File: src/rtl/pipe_pkg.sv
// Shared definitions for the elastic inter-stage pipeline buffer and its skid slots.
package pipe_pkg;

    localparam int PIPE_MAX_STAGES = 8;
    localparam int IDEX_W          = 91;
    localparam int EXMEM_W         = 76;

    typedef enum logic [1:0] {
        EMPTY = 2'd0,
        ONE   = 2'd1,
        FULL  = 2'd2
    } slot_state_e;

endpackage

File: src/rtl/pipe_skid_slot.sv
// One two-entry skid slot: main register plus skid register, ready taken straight from a flop.
module pipe_skid_slot
    import pipe_pkg::*;
#(
    parameter int               WIDTH     = IDEX_W,
    parameter logic [WIDTH-1:0] NOP_VALUE = '0
) (
    input  logic             clk,
    input  logic             rst_n,
    input  logic             flush,
    input  logic             in_valid,
    output logic             in_ready,
    input  logic [WIDTH-1:0] in_data,
    output logic             out_valid,
    input  logic             out_ready,
    output logic [WIDTH-1:0] out_data
);

    slot_state_e      state_reg, state_next;
    logic [WIDTH-1:0] main_reg, main_next;
    logic [WIDTH-1:0] skid_reg, skid_next;
    logic             ready_reg, ready_next;
    logic             push, pop;

    assign push      = in_valid & ready_reg;
    assign pop       = (state_reg != EMPTY) & out_ready;
    assign in_ready  = ready_reg;
    assign out_valid = (state_reg != EMPTY);
    assign out_data  = main_reg;

    always_comb begin
        state_next = state_reg;
        main_next  = main_reg;
        skid_next  = skid_reg;
        if (flush) begin
            state_next = EMPTY;
            main_next  = NOP_VALUE;
            skid_next  = NOP_VALUE;
        end else begin
            case (state_reg)
                EMPTY: begin
                    if (push) begin
                        state_next = ONE;
                        main_next  = in_data;
                    end
                end
                ONE: begin
                    if (push && pop) begin
                        main_next  = in_data;
                    end else if (push) begin
                        state_next = FULL;
                        skid_next  = in_data;
                    end else if (pop) begin
                        state_next = EMPTY;
                        main_next  = NOP_VALUE;
                    end
                end
                FULL: begin
                    // ready is low here, so only the drain of the skid entry can happen
                    if (pop) begin
                        state_next = ONE;
                        main_next  = skid_reg;
                        skid_next  = NOP_VALUE;
                    end
                end
                default: begin
                    state_next = EMPTY;
                    main_next  = NOP_VALUE;
                    skid_next  = NOP_VALUE;
                end
            endcase
        end
    end

    assign ready_next = (state_next != FULL);

    always_ff @(posedge clk or negedge rst_n) begin
        if (!rst_n) begin
            state_reg <= EMPTY;
            main_reg  <= NOP_VALUE;
            skid_reg  <= NOP_VALUE;
            ready_reg <= 1'b1;
        end else begin
            state_reg <= state_next;
            main_reg  <= main_next;
            skid_reg  <= skid_next;
            ready_reg <= ready_next;
        end
    end

endmodule

File: src/rtl/pipe_buffer_elastic.sv
// Elastic pipeline buffer: STAGES skid slots in series, bundle occupancy counter and NOP head mux.
module pipe_buffer_elastic
    import pipe_pkg::*;
#(
    parameter int               WIDTH     = IDEX_W,
    parameter int               STAGES    = 1,
    parameter logic [WIDTH-1:0] NOP_VALUE = '0
) (
    input  logic                             clk,
    input  logic                             rst_n,
    input  logic                             in_valid,
    output logic                             in_ready,
    input  logic [WIDTH-1:0]                 in_data,
    output logic                             out_valid,
    input  logic                             out_ready,
    output logic [WIDTH-1:0]                 out_data,
    input  logic                             flush,
    output logic [$clog2(2*STAGES+1)-1:0]    occupancy
);

    localparam int               OCC_W   = $clog2(2*STAGES+1);
    localparam logic [OCC_W-1:0] OCC_MAX = OCC_W'(2*STAGES);

    logic             chain_valid [STAGES+1];
    logic             chain_ready [STAGES+1];
    logic [WIDTH-1:0] chain_data  [STAGES+1];
    logic [OCC_W-1:0] occ_reg;
    logic             accept_in, accept_out;

    assign chain_valid[0]      = in_valid;
    assign chain_data[0]       = in_data;
    assign chain_ready[STAGES] = out_ready;
    assign in_ready            = chain_ready[0];

    generate
        for (genvar gi = 0; gi < STAGES; gi++) begin : g_slot
            pipe_skid_slot #(
                .WIDTH     (WIDTH),
                .NOP_VALUE (NOP_VALUE)
            ) u_slot (
                .clk       (clk),
                .rst_n     (rst_n),
                .flush     (flush),
                .in_valid  (chain_valid[gi]),
                .in_ready  (chain_ready[gi]),
                .in_data   (chain_data[gi]),
                .out_valid (chain_valid[gi+1]),
                .out_ready (chain_ready[gi+1]),
                .out_data  (chain_data[gi+1])
            );
        end
    endgenerate

    // Slots already park NOP when empty; the mux keeps the guarantee independent of slot internals.
    assign out_valid = chain_valid[STAGES];
    assign out_data  = out_valid ? chain_data[STAGES] : NOP_VALUE;

    assign accept_in  = in_valid & chain_ready[0];
    assign accept_out = out_valid & out_ready;

    always_ff @(posedge clk or negedge rst_n) begin
        if (!rst_n) begin
            occ_reg <= '0;
        end else if (flush) begin
            occ_reg <= '0;
        end else begin
            occ_reg <= occ_reg + OCC_W'(accept_in) - OCC_W'(accept_out);
        end
    end

    assign occupancy = occ_reg;

    a_head_hold: assert property (@(posedge clk) disable iff (!rst_n)
        (out_valid && !out_ready && !flush) |=> $stable(out_data));

    a_occ_bound: assert property (@(posedge clk) disable iff (!rst_n)
        (occupancy <= OCC_MAX) && (STAGES <= PIPE_MAX_STAGES));

endmodule

File: config.mk
export PLATFORM = sky130hd
export DESIGN_NAME = pipe_buffer_elastic
export DESIGN_NICKNAME = d
export VERILOG_FILES = /design/src/rtl/pipe_pkg.sv /design/src/rtl/pipe_skid_slot.sv /design/src/rtl/pipe_buffer_elastic.sv
export SDC_FILE = /design/constraint.sdc
export NUM_CORES = 1
export LEC_CHECK = 0
export CAP_MARGIN = 10
export CORE_UTILIZATION = 35
export DETAILED_ROUTE_END_ITERATION = 10
export PLACE_DENSITY_LB_ADDON = 0.3
export SLEW_MARGIN = 20
export SYNTH_ARGS = -nofsm -noshare
export SYNTH_HDL_FRONTEND = slang
export SYNTH_HIERARCHICAL = 1
export SYNTH_SLANG_ARGS = --single-unit
File: constraint.sdc
create_clock -name clk -period 6.9 [get_ports clk]
set_input_delay 1.38 -clock clk [delete_from_list [all_inputs] [get_ports clk]]
set_output_delay 1.38 -clock clk [all_outputs]
set_load 0.05 [all_outputs]
==> out/results.md, run 1 <==
| Group | Parameter | Value |
|:---|:---|:---|
| run status | Run status | finished clean |
| timing | Final-report max-slew violation count | 0 |
| clocking | Hold buffer count at cts | 0 |
| drt | DR DRC count | 0 |
| synthesis | Area fraction in and, or, nand and nor cells after synthesis | 0.1698 |
| clocking | CTS clk-pin slew, worst paths | 0.07 ns |
| drt | Post-route antenna net violation count | 0 |
| timing | Unrepaired setup endpoints after global routing | no |
| clocking | CTS tree | yes |
| floorplan | Die span in x | 170.6 um |
| run | # Max-Cap Violations | 0 |
| grt | Overall fraction of global-route tracks in use | 0.1897 |
| grt | First-pass GRT wire length | 43.40 mm |
| clocking | Number of levels in the clock H-tree | 4 |
| clocking | Worst-Skew Late Latency | 0.43 ns |
| final layout | Fraction of layout cells with a size suffix above 1 | 0.05326 |
| timing | Worst Slack Setup Final | 1.928 ns |
| floorplan | Effective utilization at floorplan | 0.3573 |
| min path | Worst min-delay path class | reg -> reg |
| final layout | Antenna diodes | 0 |
| clocking | Max Buffers Root-to-Sink | 2 |
| placement | Count of buffers from port buffering | 190 |
| synthesis | Post-Syn Area | 9955 um^2 |
| final layout | Leading cell types in the layout, fill and taps excluded | sky130_fd_sc_hd__clkdlybuf4s50_1, sky130_fd_sc_hd__dfrtp_1, sky130_fd_sc_hd__and2_1, sky130_fd_sc_hd__nand2b_1, sky130_fd_sc_hd__o21ai_0 |
| final layout | Final-stage net count | 1,175 |
| setup path | Cell breakdown of the critical path | or2_2 -> buf_4 -> and2_1 -> clkdlybuf4s50_1 |
| setup path | Critical path capture point type | primary output |
| placement | Placement-stage worst setup slack | 2.292 ns |
| clocking | CTS buffer count | 17 |
| setup path | Element type at the critical path start | flip-flop |
| grt | Number of antenna violations at the first check in global routing | 0 |
| drt | Avg Vias per Cell | 5.339 |
| final layout | Fill cell total of the finished layout | 2,641 |
| synthesis | Per-instance average area after synthesis | 10.45 um^2 |
| drt | Vias | 7,832 |
| clocking | Post-CTS sizing | 0 |
| setup path | Data arrival time of the critical path | 3.59 ns |
| timing | Post-Route Hold Slack | 0.4981 ns |
| synthesis | #FFs+latches synth | 187 |
| setup path | Crit Path Category | reg -> out |
| clocking | Root Driver | sky130_fd_sc_hd__clkbuf_16 |
| setup path | Critical path's slowest cell | sky130_fd_sc_hd__dfrtp_4 |
| synthesis | Net count after synthesis | 1,051 |
| synthesis | Largest family of logic cells by synthesized area | compound AO/OA/AOI/OAI gates |
| setup path | Buffers and inverters on the worst path | 2 |
| synthesis | Share of the yosys chip area belonging to registers | 0.4702 |
| synthesis | Fraction of synthesized area in multiplexers | 0.09150 |
| timing | Final worst path period share | 0.7206 |
| power | Ratio of total power to cell area | 215.2 nW/um^2 |
| synthesis | Count of unique library cells instantiated by Yosys | 32 |
| floorplan | Placeable core region | 27,860 um^2 |
| setup path | Peak fanout along the critical path | 61 |
| synthesis | Post-synthesis instance total | 953 |
| drt | TritonRoute pass-1 iters | 5 |
| synthesis | Post-synthesis compound-gate area fraction | 0.2103 |
| timing | Fin Setup TNS | 0 ns |
| grt | Total congestion overflow after global routing | 0 |
| placement | Post-detailed-placement cell area | 11,990 um^2 |
| drt | Number of DRC violations after detailed-routing iteration 0 | 428 |
| setup path | Required time of the critical path | 5.52 ns |
| final layout | Synth-to-layout area growth | 26.70% |
| drt | Routed wire length per instance | 18.37 um |
| clocking | Setup Buffers After CTS | 0 |
| final layout | Most common cell after layout, fill and taps aside | sky130_fd_sc_hd__clkdlybuf4s50_1 |
| timing | Maximum clock frequency | 201.1 MHz |
| power | Highest ir drop seen on vdd | 123.3 uV |
| timing | Final hold violation count | 0 |
| floorplan | Total Die Area | 29,120 um^2 |
| setup path | Largest stage delay, worst path | 0.98 ns |
| synthesis | Flip-flop cell with the highest count after synthesis | sky130_fd_sc_hd__dfrtp_1 |
| grt | Via count of the first global-routing pass | 7,825 |
| floorplan | I/O Pins | 191 |
| power | Leakage Power | 4.946 nW |
| clocking | Total clock sinks | 187 |
| synthesis | XOR/XNOR Fraction of Synth Area | 0.003142 |
| placement | DP HPWL | 15.55 mm |
| timing | Fin Clk Skew | 0.01407 ns |
| floorplan | Count of standard-cell rows | 61 |
| synthesis | Adder-Cell Fraction of Synth Area | 0.002514 |
| final layout | Layout Cell Area excl Fill | 12,610 um^2 |
| grt | Maximum number of pins on one net before global-route repair | 114 |
| timing | Min Tclk post-route | 4.972 ns |
| floorplan | Die Y | 170.6 um |
| synthesis | Yosys Warn Count | 6 |
| timing | Slew headroom | 0.2943 |
| timing | Final setup violation count | 0 |
| setup path | Cell type group with the largest total delay on the critical path | buffers and inverters |
| drt | Final Routed Wirelength | 26.95 mm |
| synthesis | Number of enable flip-flop cells after synthesis | 0 |
| timing | Slew of the pin with the lowest slew margin | 1.056 ns |
| placement | Global placer's final weighted congestion | 0.6941 |
| synthesis | Async set or reset register ratio after synthesis | 1.000 |
## where the power goes
part / switching (mW) / internal, mW / total (mW)
combinational: 0.299 / 0.201 / 0.500
clock: 0.485 / 0.526 / 1.01
sequential: 0.0483 / 1.16 / 1.20
total: 0.832 / 1.88 / 2.71
## Yosys cell counts, drive strengths merged (2+ instances only)
master	count	area (um^2)
dfrtp	186	4654
and2	92	575.6
nand2b	92	575.6
o21ai	92	460.4
a22o	91	797.0
mux2i	91	910.9
nand3	91	455.4
o2bb2ai	91	797.0
buf	51	325.3
clkbuf	49	186.4
inv	3	11.26
nor2	3	11.26
a21oi	2	13.76
and3b	2	17.52
ha	2	25.02
nand2	2	7.510
nor2b	2	12.51
or2	2	12.51
## logic make-up after synthesis
group                      count (synthesis)
adders and majority gates                  2
xor gates and xnor gates                   2
DFF                                      187
muxes                                     91
and+or+nand+nor                          289
AOI/OAI and AO/OA                        279
buffers and inverters                    103
## cell type report
class | count | area, um^2 | area share
clock buffers | 18 | 439.2 | 0.03482
clock inverters | 13 | 151.4 | 0.01200
inverters | 3 | 11.26 | 0.0008929
multi-input cells | 663 | 4783 | 0.3793
flip-flops and latches | 187 | 4688 | 0.3717
well taps | 378 | 473.0 | 0.03750
repair buffers | 205 | 2066 | 0.1638
## per-layer routing
metal | global-route usage | vias up | part of all wire
met4 | 0.05366 | 0 | 0.012
met2 | 0.3125 | 182 | 0.48
met5 | 0 | - | 0
li1 | - | 3710 | -
met3 | 0.02753 | 19 | 0.041
met1 | 0.2581 | 3921 | 0.47
## through the flow
step / util / power, mW / std cells
after floorplan: - / 1.522 / 953
after global placement: 0.4296 / 1.720 / 1434
after detailed placement: 0.4305 / 1.729 / 1435
after CTS: 0.4517 / 2.743 / 1466
after global routing: 0.4527 / 2.832 / 1467
final: 0.4527 / 2.714 / 1467
## final timing paths
path | start | depth (start not counted) | slack [ns] | to
setup / recovery | g_slot[0].u_slot/state_reg[1]$_DFF_PN0_ | 4 | 1.93 | out_data[2]
hold / removal | g_slot[0].u_slot/out_data[89]$_DFFE_PN0P_ | 1 | 0.50 | g_slot[0].u_slot/out_data[89]$_DFFE_PN0P_
setup reg to reg | g_slot[0].u_slot/state_reg[0]$_DFF_PN0_ | 6 | 3.18 | g_slot[0].u_slot/out_data[47]$_DFFE_PN0P_
hold reg to reg | g_slot[0].u_slot/out_data[89]$_DFFE_PN0P_ | 1 | 0.50 | g_slot[0].u_slot/out_data[89]$_DFFE_PN0P_
max in group asynchronous | rst_n | 2 | 4.69 | g_slot[0].u_slot/skid_reg[80]$_DFFE_PN0P_
min in group asynchronous | rst_n | 1 | 0.90 | g_slot[0].u_slot/out_data[72]$_DFFE_PN0P_
(Power assumes the default switching activity.)
==> inputs of run 2 (changes only) <==
clock period = 5.2 ns   (was 6.9 ns; I/O delays follow)
==> run 2 against run 1 <==
Against the previous run:
- clock-buffer cell count rose by 2
- cell area fell by 0.13%
- clock power up 22%
- clock skew fell by 0.0012 ns
- sequential power up 33%
==> out/results.md, run 2 (synthesized netlist as in run 1, its figures left out) <==
| Group | Parameter | Value |
|:---|:---|:---|
| final layout | Fin util | 0.4521 |
| setup path | Peak fanout along the critical path | 52 |
| drt | Number of DRC violations after detailed-routing iteration 0 | 378 |
| drt | Avg Vias per Cell | 5.256 |
| timing | Slew of the pin with the lowest slew margin | 1.059 ns |
| grt | First-pass GRT wire length | 42.79 mm |
| clocking | Setup Buffers After CTS | 0 |
| drt | Post-route antenna net violation count | 0 |
| final layout | Most common cell after layout, fill and taps aside | sky130_fd_sc_hd__clkdlybuf4s50_1 |
| floorplan | I/O Pins | 191 |
| final layout | Final-stage net count | 1,176 |
| timing | Maximum clock frequency | 234.4 MHz |
| setup path | Required time of the critical path | 4.16 ns |
| setup path | Number of cells on the worst reg-to-reg path | 7 |
| min path | Worst min-delay path class | reg -> reg |
| timing | Min Tclk post-route | 4.267 ns |
| setup path | Element type at the critical path start | flip-flop |
| clocking | Total clock sinks | 187 |
| setup path | Data arrival time of the critical path | 3.23 ns |
| timing | Post-Route Hold Slack | 0.4986 ns |
| final layout | Fraction of layout cells with a size suffix above 1 | 0.05225 |
| grt | Maximum number of pins on one net before global-route repair | 114 |
| setup path | Critical path capture point type | primary output |
| clocking | Root Driver | sky130_fd_sc_hd__clkbuf_16 |
| timing | Fin Setup TNS | 0 ns |
| min path | Hold path endpoint | g_slot[0].u_slot/out_data[1]$_DFFE_PN0P_ |
| drt | Vias | 7,732 |
| timing | Worst Slack Setup Final | 0.9331 ns |
| run | # Max-Cap Violations | 0 |
| power | Highest ir drop seen on vdd | 192.0 uV |
| power | Ratio of total power to cell area | 277.4 nW/um^2 |
| clocking | Worst-Skew Late Latency | 0.43 ns |
| timing | Unrepaired setup endpoints after global routing | no |
| timing | Final setup violation count | 0 |
| final layout | Leading cell types in the layout, fill and taps excluded | sky130_fd_sc_hd__clkdlybuf4s50_1, sky130_fd_sc_hd__dfrtp_1, sky130_fd_sc_hd__and2_1, sky130_fd_sc_hd__nand2b_1, sky130_fd_sc_hd__o21ai_0 |
| drt | TritonRoute pass-1 iters | 4 |
| power | Power Total | 3.494 mW |
| grt | Number of antenna violations at the first check in global routing | 0 |
| run status | Run status | finished clean |
| timing | Final-report max-slew violation count | 0 |
| setup path | Crit Path Category | reg -> out |
| power | Leakage Power | 4.924 nW |
| grt | Total congestion overflow after global routing | 0 |
| setup path | R2R Setup Slk | 1.62 ns |
| power | Flop pwr share | 0.456 |
| final layout | Synth-to-layout area growth | 26.53% |
| drt | DR DRC count | 0 |
| final layout | Storage element area | 4688 um^2 |
| setup path | Terminus of the critical flop-to-flop path | g_slot[0].u_slot/skid_reg[80]$_DFFE_PN0P_ |
| setup path | Start of the worst register-to-register path | g_slot[0].u_slot/state_reg[1]$_DFF_PN0_ |
| clocking | Post-CTS sizing | 0 |
| floorplan | Die span in x | 170.6 um |
| final layout | Fill cell total of the finished layout | 2,677 |
| power | Int Pwr | 2.431 mW |
| placement | Count of buffers from port buffering | 190 |
| placement | DP HPWL | 15.13 mm |
| timing | Slew headroom | 0.2939 |
| timing | Fin Clk Skew | 0.01288 ns |
| clocking | CTS tree | yes |
| clocking | Max Buffers Root-to-Sink | 2 |
| clocking | Hold buffer count at cts | 0 |
| floorplan | Die Y | 170.6 um |
| floorplan | Total Die Area | 29,120 um^2 |
| power | Net Sw Frac | 0.3044 |
| floorplan | Effective utilization at floorplan | 0.3573 |
| timing | Final hold violation count | 0 |
| final layout | Area of the multi-input gates | 4783 um^2 |
| power | Clock network fraction of total power | 0.352 |
| power | Net Sw Power | 1.063 mW |
| timing | Final worst path period share | 0.8206 |
| clocking | CTS clk-pin slew, worst paths | 0.07 ns |
| placement | Placement-stage worst setup slack | 1.283 ns |
| clocking | Number of levels in the clock H-tree | 4 |
| min path | Launch instance of the worst min-delay path | g_slot[0].u_slot/out_data[1]$_DFFE_PN0P_ |
| floorplan | Count of standard-cell rows | 61 |
| placement | Global placer's final weighted congestion | 0.6878 |
| clocking | CTS buffer count | 17 |
| floorplan | Placeable core region | 27,860 um^2 |
| power | Combinational share of power | 0.192 |
| grt | Via count of the first global-routing pass | 7,674 |
| grt | Overall fraction of global-route tracks in use | 0.1877 |
| drt | Routed wire length per instance | 18.04 um |
| drt | Final Routed Wirelength | 26.54 mm |
| min path | Hold Path Depth | 1 |
## run 2: layout make-up
class                      count  area share
clock inverter                12    0.008145
multi-input combinational    663      0.3798
tap                          378     0.03755
clock buffer                  20     0.03467
timing repair buffer         206      0.1664
antenna                        2   0.0003973
inverter                       3   0.0008940
sequential                   187      0.3722
## run 2: per-stage QoR
stage | std cells | instance area (um^2)
floorplan | 953 | 9955
global placement | 1435 | 12010
detailed placement | 1435 | 12010
CTS | 1467 | 12550
global route | 1469 | 12590
finish | 1471 | 12600
## run 2: worst max path at each step
| stage | startpoint | to | depth (start not counted) |
|---|---|---|---|
| 4_1_cts | g_slot[0].u_slot/state_reg[0]$_DFF_PN0_ | out_data[46] | 4 |
| 2_1_floorplan | g_slot[0].u_slot/state_reg[1]$_DFF_PN0_ | out_data[10] | 7 |
| 3_5_place_dp | g_slot[0].u_slot/state_reg[0]$_DFF_PN0_ | out_data[74] | 4 |
| 3_3_place_gp | g_slot[0].u_slot/state_reg[0]$_DFF_PN0_ | out_data[75] | 4 |
| 6_report | g_slot[0].u_slot/state_reg[0]$_DFF_PN0_ | out_data[46] | 4 |
| 5_1_grt | g_slot[0].u_slot/state_reg[0]$_DFF_PN0_ | out_data[81] | 4 |
## run 2: metal layers
metal / up-vias / share of wire / track usage
met3: 21 / 0.040 / 0.02984
met2: 144 / 0.47 / 0.3059
li1: 3721 / - / -
met1: 3846 / 0.47 / 0.2589
met4: 0 / 0.014 / 0.04700
met5: - / 0 / 0
## run 2: critical path, cell delays in order, from the launching register on
cell	delay [ns]
sky130_fd_sc_hd__dfrtp_4	0.85
sky130_fd_sc_hd__or2_2	0.71
sky130_fd_sc_hd__buf_12	0.27
sky130_fd_sc_hd__and2_1	0.16
sky130_fd_sc_hd__clkdlybuf4s50_1	0.80
## run 2: power by group through the flow
stage | clock network, mW | logic [mW] | registers [mW]
after floorplan | 0 | 0.422 | 1.60
final | 1.23 | 0.670 | 1.59
after CTS | 1.28 | 0.676 | 1.59
after global placement | 0 | 0.667 | 1.62
after global routing | 1.34 | 0.729 | 1.61
after detailed placement | 0 | 0.673 | 1.62
